<file path="src/rtl/dbus_arbiter.sv">
// dbus_arbiter: merges N bus masters onto one data-bus channel.
// One transaction in flight; round-robin or aged fixed-priority grant.
package dbus_pkg;
  typedef struct packed {
    logic        valid;
    logic [31:0] addr;
    logic [1:0]  size;
    logic [3:0]  strobe;
    logic [31:0] data;
  } dbus_req_t;

  typedef struct packed {
    logic        addr_ok;
    logic        data_ok;
    logic [31:0] data;
  } dbus_resp_t;
endpackage

module dbus_arbiter
  import dbus_pkg::*;
#(
  parameter int NPORT = 3,
  parameter int MODE = 0,
  parameter int AGE_LIMIT = 4,
  localparam int OW = $clog2(NPORT),
  localparam int AW = (AGE_LIMIT > 0) ? $clog2(AGE_LIMIT + 1) : 1
) (
  input  logic          clk,
  input  logic          reset,
  input  dbus_req_t     req  [NPORT],
  output dbus_resp_t    resp [NPORT],
  output dbus_req_t     mreq,
  input  dbus_resp_t    mresp,
  output logic          busy,
  output logic [OW-1:0] owner
);

  typedef enum logic {IDLE, BUSY} state_t;

  state_t        state, state_n;
  dbus_req_t     lreq;
  logic [OW-1:0] rr_ptr;
  logic [AW-1:0] age [NPORT];

  logic [OW-1:0] sel, sel_rr, sel_lo, sel_age, route, route_nxt;
  logic          any_valid, aged_hit, grant, done;
  int            idx;

  always_comb begin
    any_valid = 1'b0;
    aged_hit  = 1'b0;
    sel_rr    = '0;
    sel_lo    = '0;
    sel_age   = '0;
    idx       = 0;
    for (int k = 0; k < NPORT; k++) begin
      idx = (int'(rr_ptr) + k) % NPORT;
      if (!any_valid && req[idx].valid) begin
        any_valid = 1'b1;
        sel_rr    = OW'(idx);
      end
    end
    // Descending scan so the lowest index is the last one written.
    for (int i = NPORT - 1; i >= 0; i--) begin
      if (req[i].valid) begin
        sel_lo = OW'(i);
        if (AGE_LIMIT > 0 && age[i] == AW'(AGE_LIMIT)) begin
          sel_age  = OW'(i);
          aged_hit = 1'b1;
        end
      end
    end
    sel = (MODE == 1) ? (aged_hit ? sel_age : sel_lo) : sel_rr;
  end

  always_comb begin
    state_n = state;
    grant   = (state == IDLE) && any_valid;
    route   = (state == BUSY) ? owner : sel;
    done    = mresp.data_ok && ((state == BUSY) || grant);
    mreq    = '0;
    busy    = 1'b0;
    for (int i = 0; i < NPORT; i++) resp[i] = '0;
    unique case (state)
      IDLE: begin
        if (grant) begin
          mreq = req[sel];
          if (!mresp.data_ok) state_n = BUSY;
        end
      end
      BUSY: begin
        mreq       = lreq;
        mreq.valid = 1'b1;
        busy       = 1'b1;
        if (mresp.data_ok) state_n = IDLE;
      end
    endcase
    if ((state == BUSY) || grant) resp[route] = mresp;
    if (reset) begin
      mreq = '0;
      busy = 1'b0;
      for (int i = 0; i < NPORT; i++) resp[i] = '0;
    end
  end

  assign route_nxt = (route == OW'(NPORT - 1)) ? '0 : route + 1'b1;

  always_ff @(posedge clk) begin
    if (reset) begin
      state  <= IDLE;
      owner  <= '0;
      rr_ptr <= '0;
      lreq   <= '0;
      for (int i = 0; i < NPORT; i++) age[i] <= '0;
    end else begin
      state <= state_n;
      if (grant) begin
        owner <= sel;
        lreq  <= req[sel];
      end
      if (done) rr_ptr <= route_nxt;
      for (int i = 0; i < NPORT; i++) begin
        if (done && OW'(i) == route)
          age[i] <= '0;
        else if (MODE == 1 && grant && req[i].valid &&
                 OW'(i) != sel && age[i] != AW'(AGE_LIMIT))
          age[i] <= age[i] + 1'b1;
      end
    end
  end

endmodule
</file>
<file path="config.mk">
export PLATFORM = sky130hd
export DESIGN_NAME = dbus_arbiter
export DESIGN_NICKNAME = d
export VERILOG_FILES = /design/src/rtl/dbus_arbiter.sv
export SDC_FILE = /design/constraint.sdc
export NUM_CORES = 1
export LEC_CHECK = 0
export ABC_AREA = 1
export CAP_MARGIN = 20
export CORE_AREA = 3 3 163 165
export DETAILED_ROUTE_END_ITERATION = 10
export DIE_AREA = 0 0 166 168
export PLACE_DENSITY_LB_ADDON = 0.1
export SYNTH_ARGS = -nofsm -noshare
export SYNTH_HDL_FRONTEND = slang
export SYNTH_SLANG_ARGS = --single-unit
</file>
<file path="constraint.sdc">
create_clock -name clk -period 6.3 [get_ports clk]
set_input_delay 1.89 -clock clk [delete_from_list [all_inputs] [get_ports clk]]
set_output_delay 1.89 -clock clk [all_outputs]
set_load 0.01 [all_outputs]
</file>
==> out/metrics.cfg, run 1 <==
[sta]
tightest_slew_ns = 0.875
period_share_pct = 98.4
worst_slack_ns = 0.101
max_freq_mhz = 161
fin_skew_ns = 0.00798
finalHoldViolations = 0
rsz0062_at_grt = true
report.final.slew_viol_count = 0
period_minus_slack_ns = 6.20
setup_viol = 0
slew_headroom_pct = 41.6

[die]
initial_utilization_pct = 23.5
core_area_sq_um = 25200
fp-row-count = 58
ioPinCount = 425
die_area_sq_um = 27900
fp.dieW_um = 166
die_h_um = 168

[grt]
gr-total-overflow = 0
grt_max_degree = 74
antenna_found_initial = 2
grt_pass1_wl_um = 49900
grt_use_total_pct = 22.4
grt_pass1_vias = 8351

[run]
drv_cap = 0

[drt]
postRouteAntennaNets = 0
vias = 8847
wl_um = 33700
drtIter0Drc = 437
via_per_inst = 4.77
drc = 0
first_pass_iters = 5
post_drt_wl_per_cell_um = 18.1

[clock_tree]
insertion_delay_ns = 0.34
numCtsBuffers = 9
cts_sinks = 75
cts-root-buf = clkbuf_16
htreeDepth = 3
tritoncts = yes
clock_path_buffers = 2
path_clk_slew_ns = 0.07
cts_hold_buf = 0

[place]
pre_cts_ws_ns = -0.0665
gp_congestion = 1.01
placement.io_buffers = 424
placed_cells = 1829
dp_hpwl_um = 24000

[worst_setup_path]
arrival_ns = 4.31
critPathMaxFanout = 16
cp.required_ns = 4.41
end_kind = output pin
start_kind = input port
path_class = in -> out

[hold_path]
hold_path_class = reg -> reg

[final_layout]
finalNetCount = 1773
area_delta_synth_final_pct = 97.8
fin_cells = 1855
drive_above_1_share_pct = 8.79

[logic_synthesis]
yosysMostFrequentCell = nand2_1
yosys-top-cells-count = nand2_1, nand3_1, nor2_1, dfxtp_1, clkbuf_1
yosysSeqAreaShare_pct = 25.4
synth_top_area_cell = nand3_1
synth-seq-cells = 75
yosys_warnings = 0
synthCells = 1086
synthDistinctLibCells = 22
synth-main-ff-cell = dfxtp_1
synth_top_area_share_pct = 30.4
synth.net_count = 1339
syn_area_per_cell_sq_um = 5.45
synth_edf_count = 0
synth_area_leaders = nand3_1, nand2_1, dfxtp_1
synthesis.area_sq_um = 5920
async_flop_share_pct = 0

[power_and_ir_drop]
powerDensity_nw_per_um2 = 334
p_leak_nw = 6.02
ir_drop_mv = 0.170

[outcome]
outcome = completed

final timing paths:
kind / cells past startpoint / to / slack, ns / start
min: 2 / lreq[62] / 0.47 / lreq[62]
max: 14 / mreq[47] / 0.10 / req[212]
max reg2reg: 12 / owner[1] / 3.45 / rr_ptr[0]
min reg2reg: 2 / lreq[62] / 0.47 / lreq[62]
kinds of logic after synthesis:
group,Yosys count,synth area share [%]
simple gates,888,64.6
buf+inv,110,7.85
flops,75,25.4
compound gates,9,1.35
fa+ha+maj,4,0.846
worst max-delay path, cell delays in order:
cell	delay, ns
clkdlybuf4s50_1	0.44
nand2_1	0.10
nand3_2	0.11
nand2_4	0.15
nand2_1	0.09
nand2_1	0.12
clkinv_4	0.12
nand2_8	0.14
buf_12	0.16
nand2_1	0.07
nand3_1	0.11
nand3_1	0.10
nand2_1	0.07
clkdlybuf4s50_1	0.60
placed cells by master (no fill, tap or decap), types with 2 or more instances in the layout:
| master | count |
|---|---|
| nand2_1 | 406 |
| clkdlybuf4s50_1 | 376 |
| nand3_1 | 357 |
| nor2_1 | 106 |
| dfxtp_1 | 75 |
| buf_4 | 61 |
| dlymetal6s2s_1 | 46 |
| buf_12 | 19 |
| inv_1 | 12 |
| clkbuf_16 | 10 |
| nand2_2 | 7 |
| inv_2 | 5 |
| buf_6 | 5 |
| ha_1 | 4 |
| o21ai_2 | 3 |
| nand3_2 | 2 |
| nand4_1 | 2 |
| o21ai_4 | 2 |
| nand4_4 | 2 |
| nor2_4 | 2 |
| clkinv_2 | 2 |
| inv_6 | 2 |
| buf_16 | 2 |
| dlygate4sd2_1 | 2 |
layout make-up:
type                       instances  area [sq um]
clock inverter                     6          65.1
timing repair buffer             514          5380
multi-input combinational        901          4040
antenna                            1          2.50
inverter                          19          78.8
tap                              330           413
clock buffer                       9           225
sequential                        75          1500
fill                            2670         13500
state kept, by name, indices dropped and copies added (netlist names):
signal,cells
owner,2
state,1
rr_ptr,2
lreq,70
what timing repair did:
action                                  4_1_cts  5_1_grt
gates resized for setup                       5       64
pin swaps                                     0        1
endpoints found under the setup margin        5      169
gates cloned                                  3        1
buffers inserted                              0        6
through the flow:
stage	hold slack (ns)	power (W)	utilization [%]	area [sq um]	setup TNS, ns
after floorplan	0.448	0.00197	-	5920	0
after global placement	0.457	0.00329	44.0	11100	-0.174
after detailed placement	0.461	0.00330	44.0	11100	-0.155
after CTS	0.472	0.00393	45.5	11500	-0.106
after global routing	0.487	0.00420	46.5	11700	-0.0313
final	0.468	0.00391	46.5	11700	0
per-layer routing:
layer / wire [um] / global-route usage, % / vias to the layer above
met4: 704 / 6.76 / 2
met2: 16900 / 40.8 / 344
met3: 2450 / 5.59 / 37
met1: 13600 / 26.0 / 4048
met5: 13 / 0 / -
li1: - / - / 4416
power breakdown:
group	internal (W)	switching, W	leakage [nW]
logic	0.00123	0.00140	5.26
registers	0.000661	0.0000930	0.621
clock network	0.000306	0.000224	0.142
total	0.00219	0.00172	6.02
No activity file was read; power rests on OpenSTA's default activity.
==> inputs of run 2 (changes only) <==
==> constraint.sdc (replaced) <==
create_clock -name clk -period 6.3 [get_ports clk]
set_input_delay 1.26 -clock clk [delete_from_list [all_inputs] [get_ports clk]]
set_output_delay 1.26 -clock clk [all_outputs]
set_load 0.01 [all_outputs]
==> run 2 against run 1 <==
  * Utilization decreased by 4.0 points
  * First-iteration DRC count rose by 24%
  * Global-route usage decreased by 0.59 points
  * Via count is 4.4% lower
  * Design area fell by 8.5%
  * Critical endpoint is now mreq[32]
  * Cell count fell by 4.2%
  * Critical path type unchanged
  * Sequential share of layout area up 1.2 points
==> out/metrics.cfg, run 2 (synthesized netlist as in run 1, its figures left out) <==
[outcome]
outcome = completed

[die]
core_area_sq_um = 25200  ; unchanged
die_area_sq_um = 27900  ; unchanged
ioPinCount = 425  ; unchanged
fp-row-count = 58  ; unchanged
fp.dieW_um = 166  ; unchanged
initial_utilization_pct = 23.5  ; unchanged
die_h_um = 168  ; unchanged

[clock_tree]
numCtsBuffers = 9  ; unchanged
cts_setup_buffers = 0  ; unchanged
cts_hold_buf = 0  ; unchanged
tritoncts = yes
insertion_delay_ns = 0.34  ; about the same
clock_path_buffers = 2  ; unchanged
cts_resized = 0  ; -5
htreeDepth = 3  ; unchanged
cts-root-buf = clkbuf_16
cts_sinks = 75  ; unchanged
path_clk_slew_ns = 0.06  ; about the same

[grt]
grt_pass1_vias = 7838  ; -6.1%
antenna_found_initial = 3  ; +1
grt_pass1_wl_um = 48100  ; -3.5%
grt_use_total_pct = 21.8  ; -0.59 points
grt_max_degree = 74  ; unchanged
gr-total-overflow = 0  ; unchanged

[drt]
drc = 0  ; unchanged
wl_um = 32300  ; -4.1%
postRouteAntennaNets = 0  ; unchanged
post_drt_wl_per_cell_um = 18.2  ; about the same
vias = 8460  ; -4.4%
first_pass_iters = 5  ; unchanged
via_per_inst = 4.76  ; -0.23%
drtIter0Drc = 544  ; +24%

[final_layout]
top_regs = lreq (70), owner (2), rr_ptr (2)
regMostFlops = lreq
final_common_cell = clkdlybuf4s50_1
final_cell_mix = clkdlybuf4s50_1, nand2_1, nand3_1, nor2_1, dfxtp_1
area_delta_synth_final_pct = 81.0
finalInstanceArea_sq_um = 10700  ; -8.5%
insertedDiodeCount = 0  ; -1
finalNetCount = 1696  ; -4.3%
fin_cells = 1778  ; -4.2%
drive_above_1_share_pct = 3.59  ; -5.2 points
largest_reg_flops = 70  ; unchanged
fill_cells = 2706  ; +1.3%

[place]
gp_congestion = 0.928  ; -8.5%
dp_hpwl_um = 23000  ; -4.4%
place_area_sq_um = 10400  ; -6.2%
placed_cells = 1762  ; -3.7%
pre_cts_ws_ns = 0.744  ; +0.811 ns
placement.io_buffers = 424  ; unchanged

[worst_setup_path]
cp.required_ns = 5.04  ; +0.63 ns
critPathMaxFanout = 70  ; +54
end_kind = output pin
arrival_ns = 4.24  ; -0.07 ns
path_class = in -> out
start_kind = input port

[sta]
fin_skew_ns = 0.0115  ; +0.00356 ns
tightest_slew_ns = 0.892  ; +0.0167 ns
report.final.slew_viol_count = 0  ; unchanged
max_freq_mhz = 182  ; +13%
period_minus_slack_ns = 5.50  ; -0.701 ns
fin_setup_tns_ns = 0  ; unchanged
worst_slack_ns = 0.802  ; +0.701 ns
slew_headroom_pct = 40.5  ; -1.1 points
setup_viol = 0  ; unchanged
period_share_pct = 87.3  ; -11 points
rsz0062_at_grt = false
finalHoldViolations = 0  ; unchanged

[power_and_ir_drop]
ir_drop_mv = 0.280  ; +65%
powerDensity_nw_per_um2 = 334  ; about the same
p_leak_nw = 4.75  ; -21%

[run]
drv_cap = 0  ; unchanged

[hold_path]
hold_path_class = reg -> reg

-- run 2: path summary, 6_finish.rpt --
kind / cells past startpoint / to / slack, ns / from
min: 2 / lreq[29] / 0.47 / lreq[29]
max reg2reg: 11 / lreq[15] / 3.49 / rr_ptr[0]
min reg2reg: 2 / lreq[29] / 0.47 / lreq[29]
max: 13 / mreq[32] / 0.80 / req[70]
-- run 2: routing by layer --
metal	vias to the layer above	routed length, um	GRT usage (%)
li1	4268	-	-
met1	3829	13000	25.5
met2	329	16300	39.8
met3	28	2370	5.89
met4	6	573	5.35
met5	-	34	0
-- run 2: metrics by stage --
stage | util [%] | hold slack [ns] | power [W]
final | 42.5 | 0.470 | 0.00358
after global routing | 42.5 | 0.486 | 0.00387
after CTS | 42.5 | 0.472 | 0.00365
after detailed placement | 41.2 | 0.461 | 0.00303
after global placement | 41.2 | 0.458 | 0.00302
after floorplan | - | 0.448 | 0.00197
-- run 2: where the power goes --
group	internal [W]	leakage, nW	total [W]	switching (W)
registers	0.000661	0.621	0.000751	0.0000904
clock network	0.000362	0.160	0.000594	0.000232
logic	0.000940	3.97	0.00224	0.00130
total	0.00196	4.75	0.00358	0.00162
-- run 2: worst max-delay path, cell delays in order --
cell             delay [ns]
clkdlybuf4s50_1        0.53
inv_1                  0.07
o21ai_2                0.16
nand2_2                0.17
nand2_1                0.11
nand2_1                0.06
inv_2                  0.06
buf_4                  0.62
nand3_1                0.18
nand3_1                0.16
nand3_1                0.12
nand2_1                0.08
clkdlybuf4s50_1        0.59
-- run 2: layout make-up --
| type | count | area (sq um) | area share (%) |
|---|---|---|---|
| inverter | 19 | 71.3 | 0.666 |
| clock inverter | 6 | 93.8 | 0.876 |
| sequential | 75 | 1500 | 14.0 |
| tap | 330 | 413 | 3.86 |
| timing repair buffer | 437 | 4390 | 41.0 |
| multi-input combinational | 901 | 4000 | 37.3 |
| clock buffer | 10 | 239 | 2.23 |
==> inputs of run 3 (changes only) <==
==> constraint.sdc (replaced) <==
create_clock -name clk -period 6.3 [get_ports clk]
set_input_delay 1.26 -clock clk [delete_from_list [all_inputs] [get_ports clk]]
set_output_delay 1.26 -clock clk [all_outputs]
set_load 0.02 [all_outputs]
==> run 3 against run 2 <==
  * Non-clock buffer count up 4
  * Register-to-register slack got worse by 0.03 ns
  * Cell count rose by 0.17%
  * Largest power group unchanged
  * Hold slack hardly changed
  * Clock skew is 0.0049 ns lower
  * Flip-flop and latch count did not move
  * Maximum frequency down 0.89%
  * Combinational power grew 8.9%
  * First-iteration DRC count decreased by 6.1%
  * Via count increased by 0.41%
  * Design area rose by 0.24%
  * Count of clock-buffer cells in the layout increased by 1
==> out/metrics.cfg, run 3 (synthesized netlist as in run 1, its figures left out) <==
[outcome]
outcome = completed

[die]
fp.dieW_um = 166  ; unchanged
initial_utilization_pct = 23.5  ; unchanged
fp-row-count = 58  ; unchanged
die_h_um = 168  ; unchanged
core_area_sq_um = 25200  ; unchanged
ioPinCount = 425  ; unchanged
die_area_sq_um = 27900  ; unchanged

[grt]
gr-total-overflow = 0  ; unchanged
grt_use_total_pct = 21.8  ; about the same
grt_use_met2_pct = 37.8  ; -1.9 points
antenna_found_initial = 2  ; -1
grt_pass1_vias = 7908  ; +0.89%
grtUsageMet1_pct = 26.2  ; +0.77 points
grt_max_degree = 74  ; unchanged
grt.busiest_layer = met2
grt_pass1_wl_um = 48400  ; +0.66%
gr-usage-met3_pct = 6.41  ; +0.52 points

[worst_setup_path]
critPathMaxStageDelay_ns = 0.67  ; +0.05 ns
crit_buf_inv = 4  ; -1
reg2reg_slack_ns = 3.46  ; -0.03 ns
cp_slowest_cell = clkdlybuf4s50_1
start_kind = input port
arrival_ns = 4.29  ; +0.05 ns
crit_top_cell = nand2_1
path_class = in -> out
critPathMaxFanout = 34  ; -51%
critical_path.top_delay_family = buffers and inverters
end_kind = output pin
cp.required_ns = 5.04  ; about the same
path_cells = clkdlybuf4s50_1, inv_1, o21ai_2, nand2_2, nand2_1, nand2_1, inv_2, nand2_1, o21ai_2, nand2_2, nor2_1, clkdlybuf4s50_1

[sta]
slew_headroom_pct = 41.5  ; +0.97 points
whs_ns = 0.470  ; -0.000213 ns
period_share_pct = 88.1  ; +0.78 points
fin_setup_tns_ns = 0  ; unchanged
rsz0062_at_grt = false
fin_skew_ns = 0.00664  ; -0.00489 ns
tightest_slew_ns = 0.878  ; -0.0145 ns
max_freq_mhz = 180  ; -0.89%
period_minus_slack_ns = 5.55  ; +0.0494 ns
report.final.slew_viol_count = 0  ; unchanged
setup_viol = 0  ; unchanged
finalHoldViolations = 0  ; unchanged

[final_layout]
final_common_cell = clkdlybuf4s50_1
utilization_pct = 42.6  ; +0.10 points
ff_latch_area_sq_um = 1500  ; unchanged
finalInstanceArea_sq_um = 10700  ; +0.24%
regMostFlops = lreq
final_cell_mix = clkdlybuf4s50_1, nand2_1, nand3_1, nor2_1, dfxtp_1
area_delta_synth_final_pct = 81.5
largest_reg_flops = 70  ; unchanged
multiInputGateArea_sq_um = 4000  ; unchanged
insertedDiodeCount = 0  ; unchanged
drive_above_1_share_pct = 3.72  ; +0.13 points
top_regs = lreq (70), owner (2), rr_ptr (2)
finalNetCount = 1700  ; +0.24%
fill_cells = 2682  ; -0.89%

[drt]
drc = 0  ; unchanged
via_per_inst = 4.77  ; +0.24%
post_drt_wl_per_cell_um = 18.1  ; -0.18%
drtIter0Drc = 511  ; -6.1%
first_pass_iters = 5  ; unchanged
vias = 8495  ; +0.41%
wl_um = 32300  ; about the same
postRouteAntennaNets = 0  ; unchanged

[power_and_ir_drop]
p_leak_nw = 4.77  ; +0.40%
powerDensity_nw_per_um2 = 355  ; +6.0%
sw_frac_of_total_pct = 47.5  ; +2.3 points
p_switching_w = 0.00181  ; +12%
seq_power_share_pct = 19.7  ; -1.3 points
intPower_w = 0.00200  ; +1.9%
total_power_w = 0.00381  ; +6.3%
combPwrFrac_pct = 64.1  ; +1.7 points
ir_drop_mv = 0.255  ; -9.2%
clkPwrFrac_pct = 16.2  ; -0.4 points

[clock_tree]
path_clk_slew_ns = 0.06  ; about the same
cts_resized = 0  ; unchanged
tritoncts = yes
numCtsBuffers = 9  ; unchanged
cts_setup_buffers = 0  ; unchanged
htreeDepth = 3  ; unchanged
clock_path_buffers = 2  ; unchanged
cts_hold_buf = 0  ; unchanged
cts-root-buf = clkbuf_16
insertion_delay_ns = 0.34  ; about the same
cts_sinks = 75  ; unchanged

[place]
dp_hpwl_um = 22900  ; -0.49%
gp_congestion = 0.923  ; -0.60%
placement.io_buffers = 424  ; unchanged
place_area_sq_um = 10400  ; +0.17%

[run]
drv_cap = 0  ; unchanged

[hold_path]
hold_path_class = reg -> reg

-- run 3: final timing paths --
| path | from | end | depth (start not counted) |
|---|---|---|---|
| worst max-delay path | req[70] | resp[10] | 12 |
| worst min-delay path | lreq[53] | lreq[53] | 2 |
| worst max register to register | rr_ptr[0] | lreq[43] | 11 |
| worst min register to register | lreq[53] | lreq[53] | 2 |
-- run 3: area by class of cell --
class	count	share of cell area [%]
repair buffers	441	41.1
multi-input cells	901	37.3
flip-flops and latches	75	14.0
well taps	330	3.85
clock buffers	11	2.26
clock inverters	4	0.921
inverters	19	0.664
-- run 3: power by group through the flow --
stage	logic [W]	registers, W	clock network [W]
after floorplan	0.00141	0.000746	0
after global placement	0.00247	0.000753	0
after detailed placement	0.00247	0.000758	0
after CTS	0.00248	0.000750	0.000635
after global routing	0.00267	0.000772	0.000651
final	0.00244	0.000750	0.000618
-- run 3: worst register-to-register path, stage by stage (launching register included) --
cell     delay, ns
dfxtp_1       0.38
inv_1         0.08
ha_1          0.36
inv_1         0.13
nand3_1       0.09
nand2_1       0.31
nand4_1       0.19
nand2_2       0.50
buf_12        0.29
nand3_1       0.20
nand3_1       0.14
nand2_1       0.07
-- run 3: routing by layer --
layer | routed length (um) | share of wire (%)
met1 | 13400 | 41
met2 | 15500 | 48
met3 | 2490 | 7.7
met4 | 881 | 2.7
met5 | 26 | 0.081
-- run 3: stage by stage --
stage | setup slack [ns] | instances
after floorplan | 2.37 | 1086
after global placement | 0.703 | 1766
after detailed placement | 0.700 | 1766
after CTS | 0.698 | 1781
after global routing | 0.502 | 1781
final | 0.752 | 1781
